[config.mk]
export PLATFORM = sky130hd
export DESIGN_NAME = full_adder_32bit_flat
export DESIGN_NICKNAME = d
export VERILOG_FILES = /design/src/rtl/full_adder_32bit_pkg.sv /design/src/rtl/full_adder_32bit_if.sv /design/src/rtl/full_adder_32bit_full_adder_1bit.sv /design/src/rtl/full_adder_32bit.sv /design/src/flat_wrapper.sv
export SDC_FILE = /design/constraint.sdc
export NUM_CORES = 1
export LEC_CHECK = 0
export BUFFER_PORTS_ARGS = -buffer_cell sky130_fd_sc_hd__buf_2
export CORE_MARGIN = 10
export CORE_UTILIZATION = 37
export CTS_CLUSTER_SIZE = 24
export DETAILED_ROUTE_END_ITERATION = 12
export PLACE_DENSITY = 0.86
export SYNTH_ARGS = -nofsm -noshare
export SYNTH_HDL_FRONTEND = slang
export SYNTH_HIERARCHICAL = 1
export SYNTH_SLANG_ARGS = --single-unit
[constraint.sdc]
create_clock -name clk -period 0.8 [get_ports clk]
set_input_delay 0 -clock clk [delete_from_list [all_inputs] [get_ports clk]]
set_output_delay 0 -clock clk [all_outputs]
set_load 0.02 [all_outputs]
[src/rtl/full_adder_32bit_pkg.sv]
// Shared constants for the ripple-carry adder slice.
package full_adder_32bit_pkg;
  localparam int WIDTH_DEFAULT = 32;
endpackage : full_adder_32bit_pkg

[src/rtl/full_adder_32bit_if.sv]
// Operand/result bundle of the adder: the master drives operands and carry-in,
// the slave (the adder) returns the registered sum and carry-out.
import full_adder_32bit_pkg::*;

interface full_adder_32bit_if #(
  parameter int WIDTH = WIDTH_DEFAULT
);
  logic [WIDTH-1:0] A;
  logic [WIDTH-1:0] B;
  logic             Cin;
  logic [WIDTH-1:0] S;
  logic             Cout;

  modport master (
    output A, B, Cin,
    input  S, Cout
  );

  modport slave (
    input  A, B, Cin,
    output S, Cout
  );
endinterface : full_adder_32bit_if

[src/rtl/full_adder_32bit_full_adder_1bit.sv]
// One bit of the ripple chain: sum and carry-out of a, b and the incoming carry.
module full_adder_1bit (
  input  logic a,
  input  logic b,
  input  logic cin,
  output logic s,
  output logic cout
);
  logic half_sum;

  // Propagate term is shared between the sum and the carry-out.
  always_comb begin
    half_sum = a ^ b;
    s        = half_sum ^ cin;
    cout     = (a & b) | (cin & half_sum);
  end
endmodule : full_adder_1bit

[src/rtl/full_adder_32bit.sv]
// Registered ripple-carry adder: {Cout,S} = A + B + Cin, one cycle of latency,
// a new addition accepted on every rising edge.
import full_adder_32bit_pkg::*;

module full_adder_32bit #(
  parameter int WIDTH = WIDTH_DEFAULT
) (
  input  logic                clk,
  input  logic                rst_n,
  full_adder_32bit_if.slave   bus
);
  // carry[0] is the carry-in, carry[WIDTH] the carry-out of the top bit.
  logic [WIDTH:0]   carry;
  logic [WIDTH-1:0] sum_next;
  logic [WIDTH-1:0] s_reg;
  logic             cout_reg;

  assign carry[0] = bus.Cin;

  generate
    for (genvar gi = 0; gi < WIDTH; gi++) begin : g_bit
      full_adder_1bit u_fa (
        .a    (bus.A[gi]),
        .b    (bus.B[gi]),
        .cin  (carry[gi]),
        .s    (sum_next[gi]),
        .cout (carry[gi+1])
      );
    end
  endgenerate

  // Output register; reset clears any in-flight result immediately.
  always_ff @(posedge clk or negedge rst_n) begin
    if (!rst_n) begin
      s_reg    <= '0;
      cout_reg <= 1'b0;
    end else begin
      s_reg    <= sum_next;
      cout_reg <= carry[WIDTH];
    end
  end

  assign bus.S    = s_reg;
  assign bus.Cout = cout_reg;
endmodule : full_adder_32bit

[src/flat_wrapper.sv]
// flat-port wrapper written by rule: the top's interface ports become plain ports
module full_adder_32bit_flat 
#(
  parameter int WIDTH = WIDTH_DEFAULT
)
  (clk, rst_n, bus_A, bus_B, bus_Cin, bus_S, bus_Cout);
  full_adder_32bit_if #(.WIDTH(WIDTH)) bus_i ();
  input  logic clk;
  input  logic rst_n;
  input wire logic [$bits(bus_i.A)-1:0] bus_A;
  input wire logic [$bits(bus_i.B)-1:0] bus_B;
  input wire logic [$bits(bus_i.Cin)-1:0] bus_Cin;
  output wire logic [$bits(bus_i.S)-1:0] bus_S;
  output wire logic [$bits(bus_i.Cout)-1:0] bus_Cout;
  assign bus_i.A = bus_A;
  assign bus_i.B = bus_B;
  assign bus_i.Cin = bus_Cin;
  assign bus_S = bus_i.S;
  assign bus_Cout = bus_i.Cout;
  full_adder_32bit #(.WIDTH(WIDTH)) u_core (.clk(clk), .rst_n(rst_n), .bus(bus_i));
endmodule
==> results of run 1 <==
[flip-flops by register name, summed over array words and instances (netlist names)]
register         flops
u_core/bus.S        32
u_core/bus.Cout      1
[layout make-up]
class | instances | area (um^2)
Multi-Input combinational cell | 32 | 718
Fill cell | 271 | 1320
Tap cell | 48 | 60.1
Sequential cell | 33 | 826
Clock buffer | 7 | 86.3
Timing Repair Buffer | 101 | 738
[routing by layer]
metal / routed length, um / vias to the layer above
met3: 619 / 3
met5: 0 / -
met4: 23 / 0
met2: 2020 / 73
li1: - / 410
met1: 1250 / 469
[cells by family after synthesis]
| kind of cell | after synthesis |
|---|---|
| adders and majority gates | 32 |
| DFF | 33 |
[final timing paths]
| kind | start | slack (ps) | end |
|---|---|---|---|
| max | bus_A[0] | -10460 | u_core/bus.S[31] |
| max in group asynchronous | rst_n | 230 | u_core/bus.S[7] |
| min | bus_B[31] | 1 | u_core/bus.S[31] |
| min in group asynchronous | rst_n | 170 | u_core/bus.S[24] |
[through the flow]
stage	power, mW	cell area [um^2]	instances	util [%]
finish	5.22	2430	221	64.9
detailed placement	3.63	2120	213	56.6
CTS	5.14	2340	221	62.5
global placement	3.54	2120	213	56.6
floorplan	2.83	1540	65	-
global route	5.56	2430	221	64.9
[timing repair]
item	CTS	global route
cloned	0	0
endpoints found under the setup margin	51	64
endpoints found under the hold margin	34	0
hold buffers	1	0
gates resized for setup	39	29
[report_power, final]
| part | total (mW) | internal (mW) | switching, mW |
|---|---|---|---|
| sequential | 2.16 | 2.00 | 0.156 |
| combinational | 1.86 | 0.958 | 0.904 |
| clock | 1.21 | 0.681 | 0.526 |
[cell usage in the layout (no fill, tap or decap), drive strengths merged]
cell / count
buf: 100
fa: 32
clkbuf: 7
dfrtp: 33
dlygate4sd3: 1
==> qor.csv, run 1 <==
stage,metric,value,unit
global_routing,top_usage_layer,met2,
finish,syn_to_final_growth,65.6,%
timing,max_slew.worst_pin.slew,342,ps
global_routing,grtUsageMet1,10.5,%
cts,cts_tree,yes,
routing,drc_errors,0,
die,ios,100,
worst_setup_path,worst_path_dominant_cell_family,adder cells,
timing,hold_viol_final,0,
yosys,yosys-top-cells-area,"dfrtp_1 (56%), fa_1 (44%)",
cts,cts-root-buf,clkbuf_8,
global_routing,grt_pass1_vias,1300,
yosys,synthAdderAreaFrac,43.7,%
yosys,synth_compound_area_share,0,%
power_and_ir_drop,power.density,2150,nW/um^2
global_routing,grt_max_degree,21,
yosys,synth_xor_area_share,0,%
worst_setup_path,crit_cells,33,
yosys,synth.most_common_cell,dfrtp_1,
yosys,synth_cell_types,2,
timing,clock.fmax,88.8,MHz
timing,slew_headroom,77.2,%
die,coreArea,3740,um^2
worst_setup_path,crit_fanout,1,
worst_setup_path,worstSetupEndpointType,register,
yosys,netlist.area_leader.share,56.3,%
worst_setup_path,crit_path_start_kind,primary input,
yosys,synth-async-reset-ratio,100,%
power_and_ir_drop,peakVddDrop,1.26,mV
worst_setup_path,slowest_stage,fa_1,
global_routing,overflow,0,
timing,finalSetupViolCount,32,
global_routing,met2_usage,18.8,%
cts,clockBufferDepth,2,
die,start_util,39.2,%
place,dp_slack,-10800,ps
die,die-area,6880,um^2
global_routing,antenna_found_initial,0,
finish,n_antenna_cell,0,
outcome,status,finished with violations,
flow_run,cap_violations,0,
finish,fin_nets,272,
outcome,violations,setup timing,
timing,worst_slack,-10460,ps
routing,drt-initial-drc-count,3,
yosys,synth_area,1470,um^2
routing,vias_per_cell,4.32,
place,dpl.hpwl,3560,um
worst_setup_path,cp_common_cell,fa_2,
cts,cts_setup_buffers,0,
cts,cts.sinks,33,
yosys,synthTopCellsByCount,"dfrtp_1 (33), fa_1 (32)",
timing,slew_violations,0,
yosys,synth_cells,65,
timing,period_minus_slack,11260,ps
global_routing,gr-usage-met3,9.47,%
place,gp_congestion,0.759,
cts,numCtsBuffers,5,
worst_setup_path,cp.required,950,ps
worst_setup_path,critPathKind,primary input to register,
yosys,synth_seq_cells,33,
routing,wire_per_inst,17.7,um
finish,drive_gt1_share,79.2,%
yosys,synth_mux_area_share,0,%
cts,htreeDepth,2,
worst_hold_path,whs_path_depth,2,
cts,clk_pin_slew_worst_paths,60,ps
global_routing,grt_pass1_wl,6310,um
routing,num_vias,955,
yosys,synth_top_area_cell,dfrtp_1,
timing,holdWs,1.35,ps
yosys,yosys.area_share.simple,0,%
yosys,synth_top_family_by_area,adder cells,
worst_setup_path,arrival,11400,ps
yosys,avgSynthCellArea,22.6,um^2
worst_hold_path,hold_class,primary input to register,
worst_setup_path,cpPeakStageDelay,430,ps
yosys,synth-edff-count,0,
routing,firstDrtPassIters,3,
timing,rsz0062_at_grt,true,
global_routing,grt_use_total,11.7,%
power_and_ir_drop,p_leak,1.11,nW
die,std_cell_rows,22,
timing,min_period_over_period,1410,%
worst_setup_path,worst-path-buf-inv,1,
yosys,ys_warn_count,6,
die,die_h,83.0,um
routing,routed_wl,3910,um
yosys,synth_fp_nets,164,
die,die_width,83.0,um
timing,fin_setup_tns,-173290,ps
yosys,ys.flop_type,dfrtp_1,
routing,detail-route-antenna-nets,0,
yosys,yosysSeqAreaShare,56.3,%
place,place.port_buffers,99,
No activity file was read; power rests on OpenSTA's default activity.
==> inputs of run 2 (changes only) <==
--- a/config.mk
+++ b/config.mk
@@ -12,4 +12,5 @@
 export DETAILED_ROUTE_END_ITERATION = 12
 export PLACE_DENSITY = 0.86
+export SKIP_LAST_GASP = 1
 export SYNTH_ARGS = -nofsm -noshare
 export SYNTH_HDL_FRONTEND = slang
==> constraint.sdc (replaced) <==
create_clock -name clk -period 0.8 [get_ports clk]
set_input_delay 0.08 -clock clk [delete_from_list [all_inputs] [get_ports clk]]
set_output_delay 0.08 -clock clk [all_outputs]
set_load 0.02 [all_outputs]
==> run 2 against run 1 <==
Compared with the run above:
- the run still ends with setup timing left
- count of clock-buffer cells in the layout fell by 2
- wire length up 2.3%
- final cell count rose by 0.45%
- global-route usage increased by 0.36 points
- final area unchanged
- total power is 0.16% higher
==> qor.csv, run 2 (synthesis gave the netlist of run 1 again) <==
stage,metric,value,unit,change
outcome,status,finished with violations,,
outcome,violations,setup timing,,
worst_setup_path,arrival,11540,ps,+140 ps
routing,firstDrtPassIters,2,,-1
worst_setup_path,slowest_stage,fa_1,,
finish,drive_gt1_share,79.9,%,+0.69 points
power_and_ir_drop,pwr-share-clk,22.9,%,-0.2 points
die,die_h,83.0,um,unchanged
die,start_util,39.2,%,unchanged
routing,routed_wl,4000,um,+2.3%
finish,final_common_cell,buf_2,,
worst_setup_path,cp.required,960,ps,about the same
place,placed_cell_area,2120,um^2,unchanged
cts,clockBufferDepth,2,,unchanged
die,die_width,83.0,um,unchanged
cts,cts_tree,yes,,
timing,slew_headroom,88.5,%,+11 points
finish,syn_to_final_growth,65.6,%,unchanged
finish,mostFrequentLayoutCells,"buf_2 (65), buf_6 (34), dfrtp_1 (33)",,
die,coreArea,3740,um^2,unchanged
global_routing,overflow,0,,unchanged
worst_setup_path,crit_fanout,1,,unchanged
timing,period_minus_slack,11380,ps,+119 ps
cts,cts_setup_buffers,0,,unchanged
power_and_ir_drop,p_int,3.56,mW,-2.0%
timing,hold_viol_final,0,,unchanged
routing,wire_per_inst,18.0,um,+1.8%
die,std_cell_rows,22,,unchanged
power_and_ir_drop,p_comb_share,36.0,%,+0.4 points
timing,worst_slack,-10580,ps,-119 ps
timing,min_period_over_period,1420,%,+15 points
worst_setup_path,cp-endpoint,u_core/bus.S[31],,
power_and_ir_drop,power.density,2150,nW/um^2,+0.16%
routing,detail-route-antenna-nets,0,,unchanged
timing,clock.fmax,87.9,MHz,-1.0%
finish,fin_nets,272,,unchanged
power_and_ir_drop,p_seq_share,41.1,%,-0.2 points
power_and_ir_drop,peakVddDrop,1.33,mV,+5.9%
global_routing,grt_pass1_wl,6470,um,+2.4%
timing,holdWs,72.7,ps,+71.3 ps
finish,fillCellCount,283,,+4.4%
worst_setup_path,crit_start,bus_A[0],,
die,die-area,6880,um^2,unchanged
global_routing,grt_max_degree,34,,+62%
place,dpl.hpwl,3510,um,-1.2%
cts,cts-root-buf,clkbuf_8,,
worst_setup_path,worstSetupEndpointType,register,,
timing,max_slew.worst_pin.slew,173,ps,-169 ps
routing,vias_per_cell,4.32,,about the same
finish,n_antenna_cell,0,,unchanged
global_routing,grt_use_total,12.0,%,+0.36 points
worst_setup_path,crit_path_start_kind,primary input,,
timing,slew_violations,0,,unchanged
finish,largest_register_ffs,32,,unchanged
power_and_ir_drop,switchingPower,1.67,mW,+5.2%
worst_hold_path,hold_class,primary input to register,,
routing,num_vias,960,,+0.52%
place,place.port_buffers,99,,unchanged
power_and_ir_drop,p_leak,1.11,nW,about the same
cts,cts.sinks,33,,unchanged
finish,fin_area,2430,um^2,unchanged
worst_setup_path,cpPeakStageDelay,430,ps,about the same
die,ios,100,,unchanged
timing,rsz0062_at_grt,true,,
worst_setup_path,cp_common_cell,fa_2,,
cts,htreeDepth,2,,unchanged
global_routing,grt_pass1_vias,1296,,-0.31%
place,gp_congestion,0.742,,-2.2%
flow_run,cap_violations,0,,unchanged
cts,clk_pin_slew_worst_paths,70,ps,about the same
timing,finalSetupViolCount,65,,+100%
worst_setup_path,critPathKind,primary input to register,,
power_and_ir_drop,swShare,31.9,%,+1.5 points
routing,drc_errors,0,,unchanged
global_routing,antenna_found_initial,0,,unchanged
cts,numCtsBuffers,5,,unchanged
routing,drt-initial-drc-count,23,,+20
## run 2: cell count changes in the layout (fill, tap and decap cells not counted), sizes merged
cell	change
clkbuf	-2
clkinv	+2
clkinvlp	+1
## run 2: timing repair
item                                   CTS  global route
hold buffers                             1             0
resized for setup                       67             0
endpoints found under the hold margin   33             0
setup endpoints to repair               65            65
## run 2: how the worst min path moves through the flow
stage                             to  depth (start not counted)      start
detailed placement  u_core/bus.S[30]                          2      rst_n
floorplan            u_core/bus.Cout                          0      rst_n
global placement    u_core/bus.S[30]                          2      rst_n
finish              u_core/bus.S[31]                          2  bus_B[31]
CTS                 u_core/bus.S[31]                          2  bus_B[31]
global route         u_core/bus.S[0]                          2   bus_A[0]
## run 2: layer usage
| metal | routed length [um] | vias to the layer above | GRT usage [%] |
|---|---|---|---|
| met1 | 1300 | 468 | 11.5 |
| li1 | - | 410 | - |
| met3 | 566 | 7 | 8.30 |
| met5 | 0 | - | 0 |
| met4 | 46 | 0 | 5.08 |
| met2 | 2090 | 75 | 19.6 |
## run 2: power groups by stage
stage          logic, mW  clock network [mW]  registers, mW
2_1_floorplan      0.278                   0           2.55
3_3_place_gp        1.46                   0           2.08
3_5_place_dp        1.54                   0           2.09
4_1_cts             1.94                1.23           2.15
5_1_grt             2.06                1.28           2.19
6_report            1.88                1.20           2.15
## run 2: layout make-up
type | count | area (um^2) | area share, %
Sequential cell | 33 | 826 | 34.0
Timing Repair Buffer | 101 | 738 | 30.4
Multi-Input combinational cell | 32 | 718 | 29.6
Clock buffer | 5 | 68.8 | 2.83
Tap cell | 48 | 60.1 | 2.47
Clock inverter | 3 | 17.5 | 0.721
## run 2: critical path, delay by kind of cell
family	cells	cell delay (ps)
fa+ha+maj	32	11360
buf+inv	1	90
## run 2: stage by stage
| stage | total power, mW | setup slack [ps] | setup TNS, ps | cells | utilization (%) |
|---|---|---|---|---|---|
| detailed placement | 3.64 | -10960 | -187380 | 213 | 56.6 |
| floorplan | 2.83 | -10410 | -176090 | 65 | - |
| global placement | 3.54 | -10750 | -183620 | 213 | 56.6 |
| global route | 5.54 | -10800 | -182890 | 222 | 64.9 |
| finish | 5.23 | -10580 | -178170 | 222 | 64.9 |
| CTS | 5.33 | -10620 | -179550 | 222 | 64.9 |
==> inputs of run 3 (changes only) <==
- CELL_PAD_IN_SITES_DETAIL_PLACEMENT: not set -> 1
- CELL_PAD_IN_SITES_GLOBAL_PLACEMENT: not set -> 1
- CORE_UTILIZATION: 37 -> 29
==> run 3 against run 2 <==
Compared with the run above:
- the run still ends with setup timing left
- die area up 21%
- flip-flop and latch count unchanged
- via count up 2.5%
- setup slack better by 10 ps
- final area up 0.93%
- first-iteration DRC count down 61%
- largest cell class unchanged
- largest power group unchanged
==> qor.csv, run 3 (synthesis gave the netlist of run 1 again) <==
stage,metric,value,unit,change
finish,syn_to_final_growth,67.2,%,
worst_setup_path,arrival,11580,ps,+40 ps
global_routing,grt_use_total,10.6,%,-1.5 points
flow_run,cap_violations,0,,unchanged
routing,wire_per_inst,17.9,um,-0.82%
timing,min_period_over_period,1420,%,about the same
finish,final_common_cell,buf_2,,
global_routing,antenna_found_initial,0,,unchanged
finish,largest_register_ffs,32,,unchanged
worst_hold_path,hold_start,bus_A[0],,
timing,slew_headroom,87.8,%,-0.62 points
cts,cts_tree,yes,,
worst_setup_path,slowest_stage,fa_2,,
worst_setup_path,cp.required,1010,ps,+50 ps
global_routing,overflow,0,,unchanged
global_routing,grt_pass1_wl,6890,um,+6.6%
worst_hold_path,whs_path_depth,2,,unchanged
worst_setup_path,cp_common_cell,fa_2,,
die,start_util,30.4,%,-8.7 points
worst_setup_path,crit_fanout,1,,unchanged
power_and_ir_drop,p_leak,1.11,nW,about the same
worst_setup_path,critPathKind,primary input to register,,
cts,numCtsBuffers,5,,unchanged
worst_setup_path,worst-path-buf-inv,1,,unchanged
die,die_width,91.1,um,+9.8%
power_and_ir_drop,finalPower,5.21,mW,-0.40%
place,dpl.hpwl,3710,um,+5.4%
cts,cts_setup_buffers,0,,unchanged
outcome,status,finished with violations,,
routing,routed_wl,4310,um,+7.7%
timing,hold_viol_final,0,,unchanged
worst_setup_path,crit_path_start_kind,primary input,,
finish,fin_area,2450,um^2,+0.93%
routing,firstDrtPassIters,4,,+2
global_routing,grt_pass1_vias,1354,,+4.5%
finish,n_antenna_cell,0,,unchanged
cts,htreeDepth,2,,unchanged
cts,cts.sinks,33,,unchanged
timing,period_minus_slack,11370,ps,-10.1 ps
die,coreArea,4820,um^2,+29%
timing,clock.fmax,88.0,MHz,about the same
global_routing,grt_max_degree,34,,unchanged
timing,finalSetupViolCount,65,,unchanged
power_and_ir_drop,peakVddDrop,0.598,mV,-55%
routing,detail-route-antenna-nets,0,,unchanged
routing,vias_per_cell,4.08,,-5.6%
worst_setup_path,cpPeakStageDelay,530,ps,+100 ps
worst_setup_path,worst_path_dominant_cell_family,adder cells,,
finish,fin_nets,272,,unchanged
die,die-area,8300,um^2,+21%
place,gp_congestion,0.720,,-3.0%
outcome,violations,setup timing,,
timing,worst_slack,-10570,ps,+10.1 ps
finish,mostFrequentLayoutCells,"buf_2 (65), buf_6 (34), dfrtp_1 (33)",,
cts,cts-root-buf,clkbuf_8,,
routing,num_vias,984,,+2.5%
cts,clockBufferDepth,2,,unchanged
routing,drt-initial-drc-count,9,,-61%
routing,drc_errors,0,,unchanged
die,std_cell_rows,25,,+14%
timing,max_slew.worst_pin.slew,182,ps,+9.31 ps
place,placed_cell_area,2140,um^2,+1.1%
worst_hold_path,hold_class,primary input to register,,
die,die_h,91.1,um,+9.8%
power_and_ir_drop,power.density,2130,nW/um^2,-1.3%
timing,rsz0062_at_grt,true,,
place,place.port_buffers,99,,unchanged
timing,slew_violations,0,,unchanged
cts,clk_pin_slew_worst_paths,70,ps,about the same
worst_setup_path,worstSetupEndpointType,register,,
die,ios,100,,unchanged
finish,drive_gt1_share,79.9,%,unchanged
worst_hold_path,holdPathEnd,u_core/bus.S[0],,
run 3: changes by cell type in the layout (fill, tap and decap cells not counted):
cell and change:
fa_1 -1, fa_2 +1, clkbuf_1 +1, clkinvlp_4 -1
run 3: area by class of cell:
type	instances	area, um^2
timing repair buffer	101	738
sequential	33	826
fill	495	2370
clock inverter	2	10.0
multi-input combinational	32	721
clock buffer	6	72.6
tap	67	83.8
run 3: where the power goes:
part           total, mW  leakage, nW  switching (mW)  internal, mW
combinational       1.88        0.682           0.920         0.964
clock               1.17       0.0450           0.566         0.602
sequential          2.16        0.385           0.162          2.00
total               5.21         1.11            1.65          3.56
run 3: stage by stage:
step | cells | worst slack [ps] | util [%] | setup TNS, ps | hold slack, ps
finish | 241 | -10570 | 50.9 | -177330 | 99.1
global route | 241 | -10780 | 50.9 | -182580 | 104
CTS | 241 | -10600 | 50.9 | -178540 | 93.9
detailed placement | 232 | -10900 | 44.5 | -185900 | 58.3
global placement | 232 | -10760 | 44.5 | -183660 | 47.5
floorplan | 65 | -10410 | - | -176090 | -216
run 3: how the worst max path moves through the flow:
| stage | startpoint | endpoint | slack [ps] | cells past startpoint |
|---|---|---|---|---|
| 2_1_floorplan | bus_A[0] | u_core/bus.S[31] | -10410 | 32 |
| 3_3_place_gp | bus_A[0] | u_core/bus.S[31] | -10760 | 33 |
| 3_5_place_dp | bus_A[0] | u_core/bus.S[31] | -10900 | 33 |
| 4_1_cts | bus_A[0] | u_core/bus.S[31] | -10600 | 33 |
| 5_1_grt | bus_A[0] | u_core/bus.S[31] | -10780 | 33 |
| 6_report | bus_A[0] | u_core/bus.S[31] | -10570 | 33 |
run 3: what timing repair did:
action	in CTS	in global routing
setup endpoints to repair	65	65
hold buffers	1	0
resized for setup	68	0
hold endpoints to repair	33	0
run 3: per-layer routing:
metal / track usage, % / wire length [um] / vias up
met5: 0 / 0 / -
met4: 4.70 / 57 / 0
met3: 3.62 / 336 / 5
met2: 21.1 / 2610 / 58
met1: 9.16 / 1310 / 510
li1: - / - / 411
